**src/rtl/mdpt_update_queue_pkg.sv**
```systemverilog
// Shared types for the mdpt update queue.
//   pc38_t                 : 38-bit load PC tag
//   mdp_t                  : 8-bit memory-dependence prediction
//   mdpt_update_src_e      : origin of a queued event (train or violation)
//   mdpt_update_q_entry_t  : one queued update {pc38, mdp, src}
//   MDPT_UPDATE_Q_DEPTH    : default queue depth
package mdpt_update_queue_pkg;

    typedef logic [37:0] pc38_t;
    typedef logic [7:0]  mdp_t;

    localparam int unsigned MDPT_UPDATE_Q_DEPTH = 4;

    typedef enum logic {
        SRC_TRAIN = 1'b0,
        SRC_VIOL  = 1'b1
    } mdpt_update_src_e;

    typedef struct packed {
        pc38_t            pc38;
        mdp_t             mdp;
        mdpt_update_src_e src;
    } mdpt_update_q_entry_t;

endpackage

```
**src/rtl/mdpt_update_queue_cam.sv**
```systemverilog
// DEPTH-way pc38 comparator for the mdpt update queue.
// Ports:
//   i_valid   : per-entry participate mask
//   i_tags    : per-entry stored pc38
//   i_query   : incoming pc38
//   o_hit     : per-entry match (one-hot while queued tags are unique)
//   o_any_hit : at least one entry matched
module mdpt_update_cam
    import mdpt_update_queue_pkg::*;
#(
    parameter int unsigned DEPTH = MDPT_UPDATE_Q_DEPTH
) (
    input  logic [DEPTH-1:0] i_valid,
    input  pc38_t            i_tags [DEPTH],
    input  pc38_t            i_query,
    output logic [DEPTH-1:0] o_hit,
    output logic             o_any_hit
);

    always_comb begin
        o_hit = '0;
        for (int unsigned i = 0; i < DEPTH; i++) begin
            o_hit[i] = i_valid[i] && (i_tags[i] == i_query);
        end
    end

    assign o_any_hit = |o_hit;

endmodule

```
**src/rtl/mdpt_update_queue.sv**
```systemverilog
// Producer side of the mdpt update port. Buffers violation and commit
// training events in a small FIFO, coalesces events to the same PC and
// emits one registered update per cycle (mdpt never stalls).
// Ports:
//   CLK, nRST                 : clock, async active-low reset
//   viol_valid/ready/pc38/mdp : violation event handshake + payload
//   train_valid/ready/pc38/mdp: commit training handshake + payload
//   update_valid/pc38/mdp     : registered head entry driven to mdpt
module mdpt_update_queue
    import mdpt_update_queue_pkg::*;
#(
    parameter int unsigned DEPTH = MDPT_UPDATE_Q_DEPTH
) (
    input  logic  CLK,
    input  logic  nRST,
    input  logic  viol_valid,
    output logic  viol_ready,
    input  pc38_t viol_pc38,
    input  mdp_t  viol_mdp,
    input  logic  train_valid,
    output logic  train_ready,
    input  pc38_t train_pc38,
    input  mdp_t  train_mdp,
    output logic  update_valid,
    output pc38_t update_pc38,
    output mdp_t  update_mdp
);

    localparam int unsigned CW = $clog2(DEPTH + 1);
    localparam int unsigned IW = (DEPTH > 1) ? $clog2(DEPTH) : 1;

    typedef logic [CW-1:0] ptr_t;
    typedef logic [IW-1:0] idx_t;

    // Pointer advance modulo DEPTH (DEPTH need not be a power of two).
    function automatic ptr_t ptr_inc(input ptr_t p, input ptr_t n);
        logic [CW:0] s;
        s = {1'b0, p} + {1'b0, n};
        if (s >= (CW+1)'(DEPTH)) begin
            s = s - (CW+1)'(DEPTH);
        end
        return s[CW-1:0];
    endfunction

    mdpt_update_q_entry_t r_entries [DEPTH];
    ptr_t                 r_head;
    ptr_t                 r_tail;
    ptr_t                 r_count;
    logic                 r_upd_valid;
    pc38_t                r_upd_pc38;
    mdp_t                 r_upd_mdp;

    mdpt_update_q_entry_t w_entries_nxt [DEPTH];
    pc38_t                w_tags [DEPTH];
    logic [DEPTH-1:0]     w_live;
    logic [DEPTH-1:0]     w_viol_hit;
    logic [DEPTH-1:0]     w_train_hit;
    logic                 w_viol_any;
    logic                 w_train_any;
    logic                 w_viol_fire;
    logic                 w_train_fire;
    logic                 w_pop;
    ptr_t                 w_n_alloc;
    ptr_t                 w_head_nxt;
    ptr_t                 w_tail_nxt;
    ptr_t                 w_count_nxt;

    // Readiness is taken from the pre-pop count; the last slot is kept
    // for violations only.
    assign viol_ready   = (r_count <= ptr_t'(DEPTH - 1));
    assign train_ready  = (r_count <= ptr_t'(DEPTH - 2));
    assign w_viol_fire  = viol_valid && viol_ready;
    assign w_train_fire = train_valid && train_ready;
    assign w_pop        = (r_count != '0);

    // Live entries for coalescing: every queued entry except the head,
    // which is always leaving this cycle when the queue is non-empty.
    always_comb begin
        int unsigned off;
        w_live = '0;
        off    = 0;
        for (int unsigned i = 0; i < DEPTH; i++) begin
            off       = (i >= 32'(r_head)) ? (i - 32'(r_head))
                                           : (i + DEPTH - 32'(r_head));
            w_live[i] = (off != 0) && (off < 32'(r_count));
            w_tags[i] = r_entries[i].pc38;
        end
    end

    mdpt_update_cam #(.DEPTH(DEPTH)) u_viol_cam (
        .i_valid   (w_live),
        .i_tags    (w_tags),
        .i_query   (viol_pc38),
        .o_hit     (w_viol_hit),
        .o_any_hit (w_viol_any)
    );

    mdpt_update_cam #(.DEPTH(DEPTH)) u_train_cam (
        .i_valid   (w_live),
        .i_tags    (w_tags),
        .i_query   (train_pc38),
        .o_hit     (w_train_hit),
        .o_any_hit (w_train_any)
    );

    // Violation is applied first; a training event to the same PC in the
    // same cycle is dropped. A training hit only refreshes entries that
    // were themselves queued by training.
    always_comb begin
        w_entries_nxt = r_entries;
        w_n_alloc     = '0;
        if (w_viol_fire) begin
            if (w_viol_any) begin
                for (int unsigned i = 0; i < DEPTH; i++) begin
                    if (w_viol_hit[i]) begin
                        w_entries_nxt[i].mdp = viol_mdp;
                        w_entries_nxt[i].src = SRC_VIOL;
                    end
                end
            end else begin
                w_entries_nxt[idx_t'(r_tail)] =
                    '{pc38: viol_pc38, mdp: viol_mdp, src: SRC_VIOL};
                w_n_alloc = ptr_t'(1);
            end
        end
        if (w_train_fire && !(w_viol_fire && (train_pc38 == viol_pc38))) begin
            if (w_train_any) begin
                for (int unsigned i = 0; i < DEPTH; i++) begin
                    if (w_train_hit[i] && (r_entries[i].src == SRC_TRAIN)) begin
                        w_entries_nxt[i].mdp = train_mdp;
                    end
                end
            end else begin
                w_entries_nxt[idx_t'(ptr_inc(r_tail, w_n_alloc))] =
                    '{pc38: train_pc38, mdp: train_mdp, src: SRC_TRAIN};
                w_n_alloc = w_n_alloc + ptr_t'(1);
            end
        end
    end

    assign w_head_nxt  = w_pop ? ptr_inc(r_head, ptr_t'(1)) : r_head;
    assign w_tail_nxt  = ptr_inc(r_tail, w_n_alloc);
    assign w_count_nxt = r_count + w_n_alloc - ptr_t'(w_pop);

    // The output register is loaded from the next-state head, so it
    // reflects any coalescing that lands on the new head this cycle.
    always_ff @(posedge CLK or negedge nRST) begin
        if (!nRST) begin
            for (int unsigned i = 0; i < DEPTH; i++) begin
                r_entries[i] <= '0;
            end
            r_head      <= '0;
            r_tail      <= '0;
            r_count     <= '0;
            r_upd_valid <= 1'b0;
            r_upd_pc38  <= '0;
            r_upd_mdp   <= '0;
        end else begin
            for (int unsigned i = 0; i < DEPTH; i++) begin
                r_entries[i] <= w_entries_nxt[i];
            end
            r_head      <= w_head_nxt;
            r_tail      <= w_tail_nxt;
            r_count     <= w_count_nxt;
            r_upd_valid <= (w_count_nxt != '0);
            if (w_count_nxt != '0) begin
                r_upd_pc38 <= w_entries_nxt[idx_t'(w_head_nxt)].pc38;
                r_upd_mdp  <= w_entries_nxt[idx_t'(w_head_nxt)].mdp;
            end
        end
    end

    assign update_valid = r_upd_valid;
    assign update_pc38  = r_upd_pc38;
    assign update_mdp   = r_upd_mdp;

    a_no_overflow: assert property (@(posedge CLK) disable iff (!nRST)
        (32'(r_count) + 32'(w_n_alloc)) <= DEPTH + 32'(w_pop) && r_count <= ptr_t'(DEPTH));

endmodule

```
**config.mk**
```make
export PLATFORM = sky130hd
export DESIGN_NAME = mdpt_update_queue
export DESIGN_NICKNAME = d
export VERILOG_FILES = /design/src/rtl/mdpt_update_queue_pkg.sv /design/src/rtl/mdpt_update_queue_cam.sv /design/src/rtl/mdpt_update_queue.sv
export SDC_FILE = /design/constraint.sdc
export NUM_CORES = 1
export LEC_CHECK = 0
export CAP_MARGIN = 25
export CELL_PAD_IN_SITES_DETAIL_PLACEMENT = 1
export CELL_PAD_IN_SITES_GLOBAL_PLACEMENT = 1
export CORE_MARGIN = 2
export CORE_UTILIZATION = 30
export CTS_CLUSTER_SIZE = 20
export DETAILED_ROUTE_END_ITERATION = 8
export GPL_TIMING_DRIVEN = 0
export PLACE_DENSITY = 0.64
export SYNTH_ARGS = -nofsm -noshare
export SYNTH_HDL_FRONTEND = slang
export SYNTH_SLANG_ARGS = --single-unit
```
**constraint.sdc**
```tcl
create_clock -name CLK -period 6.8 [get_ports CLK]
set_clock_uncertainty 0.15 [all_clocks]
set_input_delay 1.7 -clock CLK [delete_from_list [all_inputs] [get_ports CLK]]
set_output_delay 1.7 -clock CLK [all_outputs]
set_load 0.005 [all_outputs]
```
* Yosys cells after proc, flatten, opt, wreduce, memory -nomap -nowiden
Index checks and enable logic that the tools add are counted.
** Word-level totals
- Bits in registers :: 244
- Input port bits :: 96
- Output and inout port bits :: 49
- Word-level logic and storage cells :: 151
** Cells by class
- Add/sub/neg operators :: 17
- $lt $le $gt $ge :: 18
- Equality and inequality tests :: 9
- Mux-type cells :: 50
- Bitwise operators :: 7
- Reduce and logical (&&, ||, !) cells :: 31
** Operator list (count)
- bitwise mux 188 bit :: 2
- two-way mux 188 bit :: 2
- equality test 38 bit :: 9
- two-way mux 38 bit :: 5
- demux 47 bit (select 2 bit) :: 2
- two-way mux 47 bit :: 4
- < comparator 32 x 3 -> 1 bit :: 4
- two-way mux 32 bit :: 4
- nonzero test 32 bit :: 4
- two-way mux 39 bit :: 3
- binary-select mux 47 bit (select 2 bit) :: 1
- two-way mux 9 bit :: 8
- two-way mux 8 bit :: 8
- logical AND 1 bit :: 22
- subtractor 3 x 3 -> 4 bit (first input constant) :: 4
- greater-or-equal comparator 4 x 3 -> 1 bit (second input constant) :: 3
- two-way mux 3 bit :: 4
- greater-or-equal comparator 3 bit (second input constant) :: 3
- NOT 2 -> 3 bit :: 3
- two-way mux 2 bit :: 4
- OR reduction 4 bit :: 2
- subtractor 1 x 3 -> 4 bit (first input constant) :: 2
- subtractor 2 x 3 -> 4 bit (first input constant) :: 2
- greater-or-equal comparator 1 x 3 -> 1 bit (first input constant) :: 2
- 15 further kinds :: 25

* Depth between registers and ports, before layout
- Word-level depth :: 24
- Mapped depth :: 27
- Mapped depth without buffers :: 24

* Hierarchy
From an unflattened synthesis, not the netlist that was laid out.
** Unflattened totals
- Cell total of the unflattened synthesis :: 1738
- Area total of the unflattened synthesis :: 17132.7 µm²
** Modules (own cells, without submodules)
- mdpt_update_queue :: times used 1, cells an instance 1326, area each 13792.0 µm²
- mdpt_update_cam :: times used 2, cells an instance 206, area each 1670.4 µm²

* Least setup slack after synthesis
No wires, ideal clock.
- Path kind :: input -> register
- Start point :: input train_pc38[31]
- End point :: register r_upd_mdp[6] (netlist: update_mdp[6])
- Library setup time :: 0.094 ns
- Arrival time :: 6.254 ns
- Data required time :: 6.556 ns
- Setup slack :: 0.302 ns
- Stages :: 20
- Buffers on the path :: 3
- Cells stage by stage :: buf_2 xor2_1 nor4_1 nand3_1 or4_1 and4_1 nand2_1 clkbuf_1 xnor2_1 inv_1 ha_1 inv_1 ha_1 fa_1 nor3_2 clkinv_1 nand2_1 clkbuf_1 a21oi_1 a211oi_1
** RTL lines
- start, declared :: RTL line mdpt_update_queue.sv:22 : input pc38_t train_pc38,
- equality test 38 bit, on equally long branches :: RTL line mdpt_update_queue_cam.sv:23, mdpt_update_queue.sv:126
- logical AND 1 bit, on equally long branches :: RTL line mdpt_update_queue_cam.sv:23, mdpt_update_queue.sv:126
- OR reduction 4 bit / zero test 1 bit (equally long branches) :: RTL line mdpt_update_queue_cam.sv:27, mdpt_update_queue.sv:126
- two-way mux 3 bit / logical AND 1 bit (equally long branches) :: RTL line mdpt_update_queue.sv:127, mdpt_update_queue.sv:126
- two-way mux 3 bit * :: RTL line mdpt_update_queue.sv:126 : if (w_train_fire && !(w_viol_fire && (train_pc38 == viol_pc38))) begin
- adder 3 bit * :: RTL line mdpt_update_queue.sv:143 : assign w_count_nxt = r_count + w_n_alloc - ptr_t'(w_pop);
- subtractor 3 x 1 -> 3 bit * :: RTL line mdpt_update_queue.sv:143
- via w_count_nxt[1] :: RTL line mdpt_update_queue.sv:66 : ptr_t w_count_nxt;
- nonzero test 3 bit * :: RTL line mdpt_update_queue.sv:166 : if (w_count_nxt != '0) begin
- end signal, assigned :: RTL line mdpt_update_queue.sv:168 : r_upd_mdp <= w_entries_nxt[idx_t'(w_head_nxt)].mdp;
- end, declared :: RTL line mdpt_update_queue.sv:51 : mdp_t r_upd_mdp;
Mark *: on every way through the listed nets, which the timed path passes. The rest lies on a longest branch. The select of a mux whose other input is x is not followed.
A chain may end at the register's enable or synchronous reset.

* Final worst setup path
- Start point :: input viol_pc38[5]
- End point :: register r_upd_pc38[35] (netlist: update_pc38[35])
** RTL lines
- start, declared :: RTL line mdpt_update_queue.sv:18 : input pc38_t viol_pc38,
- equality test 38 bit :: RTL line mdpt_update_queue_cam.sv:23 : o_hit[i] = i_valid[i] && (i_tags[i] == i_query);
- logical AND 1 bit :: RTL line mdpt_update_queue_cam.sv:23
- OR reduction 4 bit :: RTL line mdpt_update_queue_cam.sv:27 : assign o_any_hit = |o_hit;
- two-way mux 1 bit :: RTL line mdpt_update_queue.sv:113 : if (w_viol_any) begin
- two-way mux 1 bit :: RTL line mdpt_update_queue.sv:112 : if (w_viol_fire) begin
- adder 3 x 1 -> 3 bit :: RTL line mdpt_update_queue.sv:136 : w_n_alloc = w_n_alloc + ptr_t'(1);
- two-way mux 3 bit :: RTL line mdpt_update_queue.sv:127 : if (w_train_any) begin
- two-way mux 3 bit * :: RTL line mdpt_update_queue.sv:126
- adder 3 bit * :: RTL line mdpt_update_queue.sv:143
- subtractor 3 x 1 -> 3 bit * :: RTL line mdpt_update_queue.sv:143
- via w_count_nxt[2] :: RTL line mdpt_update_queue.sv:66
- nonzero test 3 bit * :: RTL line mdpt_update_queue.sv:166
- end signal, assigned :: RTL line mdpt_update_queue.sv:167 : r_upd_pc38 <= w_entries_nxt[idx_t'(w_head_nxt)].pc38;
- end, declared :: RTL line mdpt_update_queue.sv:50 : pc38_t r_upd_pc38;
Marks and branches as above.

==> summary by stage <==
CTS
In this run, post-CTS hold repair placed 0 buffers. The CTS tree is yes. The buffer depth of the longest clock path is 3. The later pin in the worst-skew pair is clocked with a latency of 0.60 ns. Clock tree synthesis selected as its root buffer the cell sky130_fd_sc_hd__clkbuf_16.

The number of levels the H-tree was split into is 1. The CTS buffer count is 30. Clock-pin slew was measured on the worst setup and hold paths at about 0.060 ns. The clock drives 243 sinks.

Hold path
The tightest min-delay check is of the reg -> reg type.

Finish
The final non-filler cell area is between 20,000 and 25,000 um2. The final layout net count is ~2k. Compared with the post-synthesis result, the final layout area differs by 17.0%. The ratio of cells with drive above 1 in the final layout is 0.155.

The layout has 6,569 filler cells. The number of diodes is 0. Measured on the finished design, the core utilization comes to 0.356.

Worst setup path
By startpoint and endpoint, the worst setup path is classified as in -> reg. In this run the worst path has a maximum fanout of 12. The data arrival time of the worst path is 7.06 ns. The kind of launch point of the worst setup path is an input port. The type of element capturing the critical path is a register. For the worst setup path, the data required time is 7.15 ns.

Placed design
Once placement finished, the instance area stood at 19,300 um2. The half-perimeter wire length after placement is 66,700 um. The final RePlAce weighted congestion is 0.986. The minimum setup slack after placement is -3.04 ns. Port buffering added 68 buffers.

Global routing
The total congestion overflow after global routing is 0. Entering global routing, the biggest net connects 95 pins. The initial antenna violation count is 2. For this run, the total global-route usage over all layers was measured as 0.278. The first global-routing pass estimated 121,000 um of wire.

The number of global-route vias before repair came to 16.0k.

Logic synthesis
The most area-hungry cell type in the Yosys netlist is sky130_fd_sc_hd__dfrtp_1. The fraction of registers with async set or reset after synthesis is 1.00. The mean instance size in the synthesized netlist is roughly 10 um2.

Counting flops with a built-in enable in the synthesized netlist gives 0. The area of the mapped netlist is 17,600 um2. The most used flip-flop cell after synthesis is sky130_fd_sc_hd__dfrtp_1. The top-area cell type share of the netlist area is 0.346. The yosys synthesis warning count is 0. Counting flops and latches in the post-synthesis netlist gives 243. The sequential share of the synthesized area is 0.346. Yosys attributes the largest share of cell area to sky130_fd_sc_hd__dfrtp_1 (35%), sky130_fd_sc_hd__mux2i_1 (14%), sky130_fd_sc_hd__xnor2_1 (13%). The number of distinct library cells after synthesis is 66. Synthesis produced 1,762 cells. The total nets after synthesis is 1,885.

Power
The cell area power density is slightly above 600 nW/um2. In this run the static leakage power is 8.59 nW. The worst-case IR drop observed on VDD is 0.000343 V.

STA
The number of hold violations in the final report is 0. Dividing the final minimum period by the clock period gives 0.988. The worst path in the final design needs a cycle of 6.72 ns, including I/O delays and setup. The normalized max-slew margin is 0.304. The worst setup margin is 0.0848 ns. The total count of max-transition violations in the final report is 0. The final setup violation count is 0. The total negative slack for setup checks is 0 ns. The worst hold slack is 0.379 ns. Derived from the worst setup path, the maximum achievable clock frequency is between 100 and 150 MHz. The measured slew at the worst slew-check pin is 1.04 ns. Setup repair after global routing left no endpoint under its margin.

Floorplanning
The I/O pin total is 145. The area of the core is 57,800 um2. The die height is 246 um.

From left edge to right edge, the die measures 246 um. The die area is around 60,000 um2. After floorplanning, the core was divided into around 90 placement rows. The starting utilization of the core area is 0.304.

Drt
In this run the remaining antenna-violating nets after routing total 0. The count of vias placed by the detailed router is about 15k. After detailed routing, the number of vias per cell comes to 5.72.

The first-pass iteration count of the detailed router is 5. In this run, the number of DRC markers left after iteration 0 of detailed routing was 1,382. After detailed routing, the total wire length is 85,000 um.

The final routed wire length divided by cell count is 32.0 um. The number of design rule violations left after detail routing is 0.

Run
The count of max-cap constraint violations is 0.

Outcome
The run finished with clean final reports.
## worst max-delay path: stages
cell and delay (ns):
sky130_fd_sc_hd__buf_2 0.19, sky130_fd_sc_hd__xnor2_1 0.69, sky130_fd_sc_hd__nand4_1 0.39, sky130_fd_sc_hd__nor4_1 0.40, sky130_fd_sc_hd__a31oi_1 0.21, sky130_fd_sc_hd__clkbuf_1 0.30, sky130_fd_sc_hd__nand2_4 0.25, sky130_fd_sc_hd__xnor2_1 0.20
sky130_fd_sc_hd__inv_1 0.08, sky130_fd_sc_hd__ha_1 0.27, sky130_fd_sc_hd__inv_1 0.04, sky130_fd_sc_hd__ha_1 0.19, sky130_fd_sc_hd__fa_1 0.38, sky130_fd_sc_hd__xnor2_1 0.19, sky130_fd_sc_hd__nor3_4 0.25, sky130_fd_sc_hd__clkinv_2 0.26
sky130_fd_sc_hd__nand3_1 0.19, sky130_fd_sc_hd__clkbuf_4 0.29, sky130_fd_sc_hd__clkbuf_4 0.30, sky130_fd_sc_hd__o22ai_1 0.14, sky130_fd_sc_hd__nor3_2 0.13
## final timing paths
check                               from              end  slack (ns)  cells after the start
max                         viol_pc38[5]  update_pc38[35]        0.08                     21
min                        update_mdp[1]    update_mdp[1]        0.38                      2
max reg2reg                    r_head[0]  update_pc38[35]        0.40                     29
min reg2reg                update_mdp[1]    update_mdp[1]        0.38                      2
max in group asynchronous           nRST   r_entries[162]        4.61                      2
min in group asynchronous           nRST     update_valid        0.92                      1
## layout make-up
cell class	count	area [um2]	area share
clock inverters	11	111	0.00542
clock buffers	40	850	0.0413
well taps	765	957	0.0466
plain buffers	164	880	0.0428
inverters	68	256	0.0125
flip-flops and latches	243	6080	0.296
multi-input cells	1286	10600	0.514
repair buffers	83	855	0.0416
## per-layer routing
layer | global-route usage | vias up | routed length (um)
li1 | - | 6546 | -
met1 | 0.390 | 8043 | 38600
met2 | 0.455 | 516 | 39500
met3 | 0.0290 | 119 | 4440
met4 | 0.0722 | 4 | 2430
met5 | 0 | - | 24
## cell families (layout without fill, tap and decap cells)
kind of cell / after synthesis / count (layout) / share of synthesized area
xor gates and xnor gates: 347 / 347 / 0.173
AOI/OAI and AO/OA: 277 / 277 / 0.121
and+or+nand+nor: 358 / 358 / 0.110
adders and majority gates: 27 / 27 / 0.0197
DFF: 243 / 243 / 0.346
muxes: 277 / 277 / 0.168
buffers and inverters: 233 / 366 / 0.0629
## sequential cells by signal, indices dropped and copies added, names as in the netlist
name / flops
r_tail: 2
r_head: 3
update_pc38: 38
update_mdp: 8
update_valid: 1
r_entries: 188
r_count: 3
## metrics by stage
stage                     total power [mW]  std cells
after global placement                10.6       2595
after global routing                  13.4       2660
after CTS                             12.7       2659
after floorplan                       7.58       1762
after detailed placement              10.8       2602
final                                 12.8       2660
## synth_stat cells (all sizes together), types with 26 or more instances
| cell type | n |
|---|---|
| a22oi | 74 |
| clkbuf | 45 |
| a221oi | 37 |
| a21oi | 26 |
| inv | 66 |
| o22ai | 38 |
| nor2 | 102 |
| buf | 120 |
| nand4 | 75 |
| nand2 | 43 |
| dfrtp | 243 |
| nor3 | 55 |
| nor4 | 43 |
| xor2 | 80 |
| a211oi | 46 |
| mux2i | 270 |
| ha | 26 |
| xnor2 | 267 |
## timing repair
action                     4_1_cts  5_1_grt
gates resized for setup         36       19
buffers inserted                 7        0
hold endpoints to repair         0        0
pin swaps                        4        2
setup endpoints to repair       47       46
## power by group
group / switching, mW / internal (mW) / leakage, nW
logic: 4.96 / 2.98 / 5.28
clock network: 0.684 / 0.941 / 0.477
registers: 0.933 / 2.27 / 2.83
total: 6.58 / 6.19 / 8.59
## cell usage in the layout, fill, tap and decap left out, types with 21 or more instances in the layout
cell	instances
sky130_fd_sc_hd__ha_1	26
sky130_fd_sc_hd__nor4_1	31
sky130_fd_sc_hd__buf_2	100
sky130_fd_sc_hd__nor2_1	101
sky130_fd_sc_hd__nand4_1	74
sky130_fd_sc_hd__xor2_1	80
sky130_fd_sc_hd__mux2i_1	250
sky130_fd_sc_hd__clkbuf_1	38
sky130_fd_sc_hd__clkdlybuf4s50_1	67
sky130_fd_sc_hd__a211oi_1	21
sky130_fd_sc_hd__a22oi_1	74
sky130_fd_sc_hd__dfrtp_1	241
sky130_fd_sc_hd__xnor2_1	262
sky130_fd_sc_hd__a21oi_1	25
sky130_fd_sc_hd__nor3_1	33
sky130_fd_sc_hd__nand2_1	40
sky130_fd_sc_hd__o22ai_1	38
sky130_fd_sc_hd__a221oi_1	37
sky130_fd_sc_hd__nor3_2	21
sky130_fd_sc_hd__a211oi_2	24
sky130_fd_sc_hd__clkbuf_16	31
sky130_fd_sc_hd__inv_1	65
Power figures use the tool's default switching activity.
==> variant, RTL diff (same flow settings) <==
The package constant `MDPT_UPDATE_Q_DEPTH` goes from 4 to 8.
--- a/src/rtl/mdpt_update_queue_pkg.sv
+++ b/src/rtl/mdpt_update_queue_pkg.sv
@@ -11,3 +11,3 @@
 
-    localparam int unsigned MDPT_UPDATE_Q_DEPTH = 4;
+    localparam int unsigned MDPT_UPDATE_Q_DEPTH = 8;
 
Function: not settled (the Yosys comparison gave no result); the edit may change what the design does.
==> variant against the unedited design <==
  * The run now ends with setup timing left
  * Wire length rose to 2.8 times the old value
  * Hold slack got worse by 44 ps
  * Non-clock buffer count increased by 273
  * Critical path depth decreased by 2
  * Final area rose by 97%
  * Maximum frequency is 3.9% lower
  * Setup slack lost 270 ps
  * Critical endpoint is now r_entries[316]
  * Combinational power grew 110%
  * Total power increased by 100%
  * Sequential power grew 92%
  * Register-to-register slack worse by 250 ps
  * Core utilization up 1.6 points
  * Synthesized area rose by 89%
  * Sequential cell count up 191
==> variant: results (changes against the unedited design) <==
- Fill count: 12491 (+90%)
- Clock latency at the later pin of the worst-skew pair: 700 ps (+100 ps)
- Initial antenna violation count: 19 (+17)
- Global-route wire length before repair: 316000 um (+160%)
- R2R Setup Slk: 150 ps (-250 ps)
- Top cells by instance count after synthesis: dfrtp_1 (434), xor2_1 (387), nand2_1 (356)
- GPL Wtd Cong: 1.09 (+10%)
- CP max stage cell: nor4_2
- Leakage power: 17.2 nW (+100%)
- CP Max Fanout: 10 (-2)
- Yosys cell types: 92 (+39%)
- Num CTS Buffers: 57 (+90%)
- Worst path max stage delay: 970 ps (+280 ps)
- Iter 0 DRT Violations: 4211 (+200%)
- Critical path data arrival time: 7360 ps (+300 ps)
- Syn_nets: 3879 (+110%)
- Nets: 4077 (+100%)
- Final setup vio count: 102 (+102)
- Slew headroom: 0.203 (-0.101)
- Port Buffers: 61 (-10%)
- Top post-synthesis cells by area: dfrtp_1 (33%), xor2_1 (10%), mux2i_1 (7.5%), xnor2_1 (7.2%), nand2_1 (4.0%)
- Status: finished, violations left
- Peak VDD IR: 0.294 mV (-14%)
- Vias/cell: 6.27 (+9.5%)
- Layout cells sized above 1: 0.176 (+0.0208)
- Detailed Place HPWL: 193000 um (+190%)
- Final wirelength: 240000 um (+180%)
- Worst setup margin: -185 ps (-270 ps)
- Hold_ws: 335 ps (-44.3 ps)
- Failing checks: setup timing
- Sequential share of the synthesized area: 0.328 (-0.0183)
- Gr usage total: 0.417 (+0.139)
- Vias in the first global route: 33768 (+110%)
-- variant: changes by cell type in the layout (fill, tap and decap cells not counted), moves of 74 or more --
cell / change
a21oi_1: +104
dfrtp_1: +190
a31oi_1: +74
buf_4: +75
nor2_1: +134
clkbuf_1: +85
nand2_1: +314
a32o_1: +74
o21ai_0: +115
a22oi_1: -74
nand3_1: +82
xor2_1: +277
-- variant: worst paths after layout --
check                               from              end  cells after the start
min in group asynchronous           nRST    r_entries[34]                      1
min                        r_entries[94]    r_entries[94]                      1
min reg2reg                r_entries[94]    r_entries[94]                      1
max in group asynchronous           nRST       r_count[1]                      4
max                         viol_pc38[0]   r_entries[316]                     19
max reg2reg                    r_head[2]  update_pc38[11]                     30
-- variant: power by group --
group / switching [mW] / internal (mW)
combinational: 10.5 / 6.12
sequential: 2.17 / 3.97
clock: 1.39 / 1.79
-- variant: per-layer routing --
metal | part of all wire | global-route usage
met3 | 0.093 | 0.105
met5 | 0.00055 | 0
met1 | 0.42 | 0.556
met4 | 0.070 | 0.241
met2 | 0.42 | 0.610
-- variant: layout make-up --
class | count | area share
Antenna cell | 11 | 0.000679
Buffer | 376 | 0.0558
Clock buffer | 88 | 0.0420
Clock inverter | 15 | 0.00398
Inverter | 65 | 0.00636
Multi-Input combinational cell | 2851 | 0.539
Sequential cell | 434 | 0.268
Tap cell | 1476 | 0.0456
Timing Repair Buffer | 144 | 0.0387
-- variant: cell families (layout without fill, tap and decap cells) --
group,after synthesis,in the layout,share of synthesized area
compound gates,756,756,0.170
xor+xnor,661,661,0.175
fa+ha+maj,52,52,0.0201
buf+inv,446,688,0.0613
flops,434,434,0.328
mux,266,266,0.0811
other cells,1,12,0.000113
simple gates,1115,1115,0.165
-- variant: worst max-delay path: cells and delay by family --
kind / cells / cell delay, ps
simple gates: 8 / 2260
buf+inv: 6 / 2160
compound gates: 1 / 160
xor+xnor: 2 / 550
fa+ha+maj: 2 / 450
-- variant: stage by stage --
stage	worst slack [ps]	cell area, um^2	std cells
6_report	-185	40500	5460
4_1_cts	2.20	40000	5443
3_3_place_gp	-18250	35600	5268
3_5_place_dp	-4490	36200	5303
5_1_grt	-41.0	40500	5452
2_1_floorplan	-51.1	33100	3731
-- variant: timing repair --
action / 4_1_cts / 5_1_grt
endpoints found under the setup margin: 422 / 171
cloned: 2 / 0
buffers inserted: 38 / 6
pin swaps: 39 / 33
hold buffers: 0 / 0
resized for setup: 324 / 105
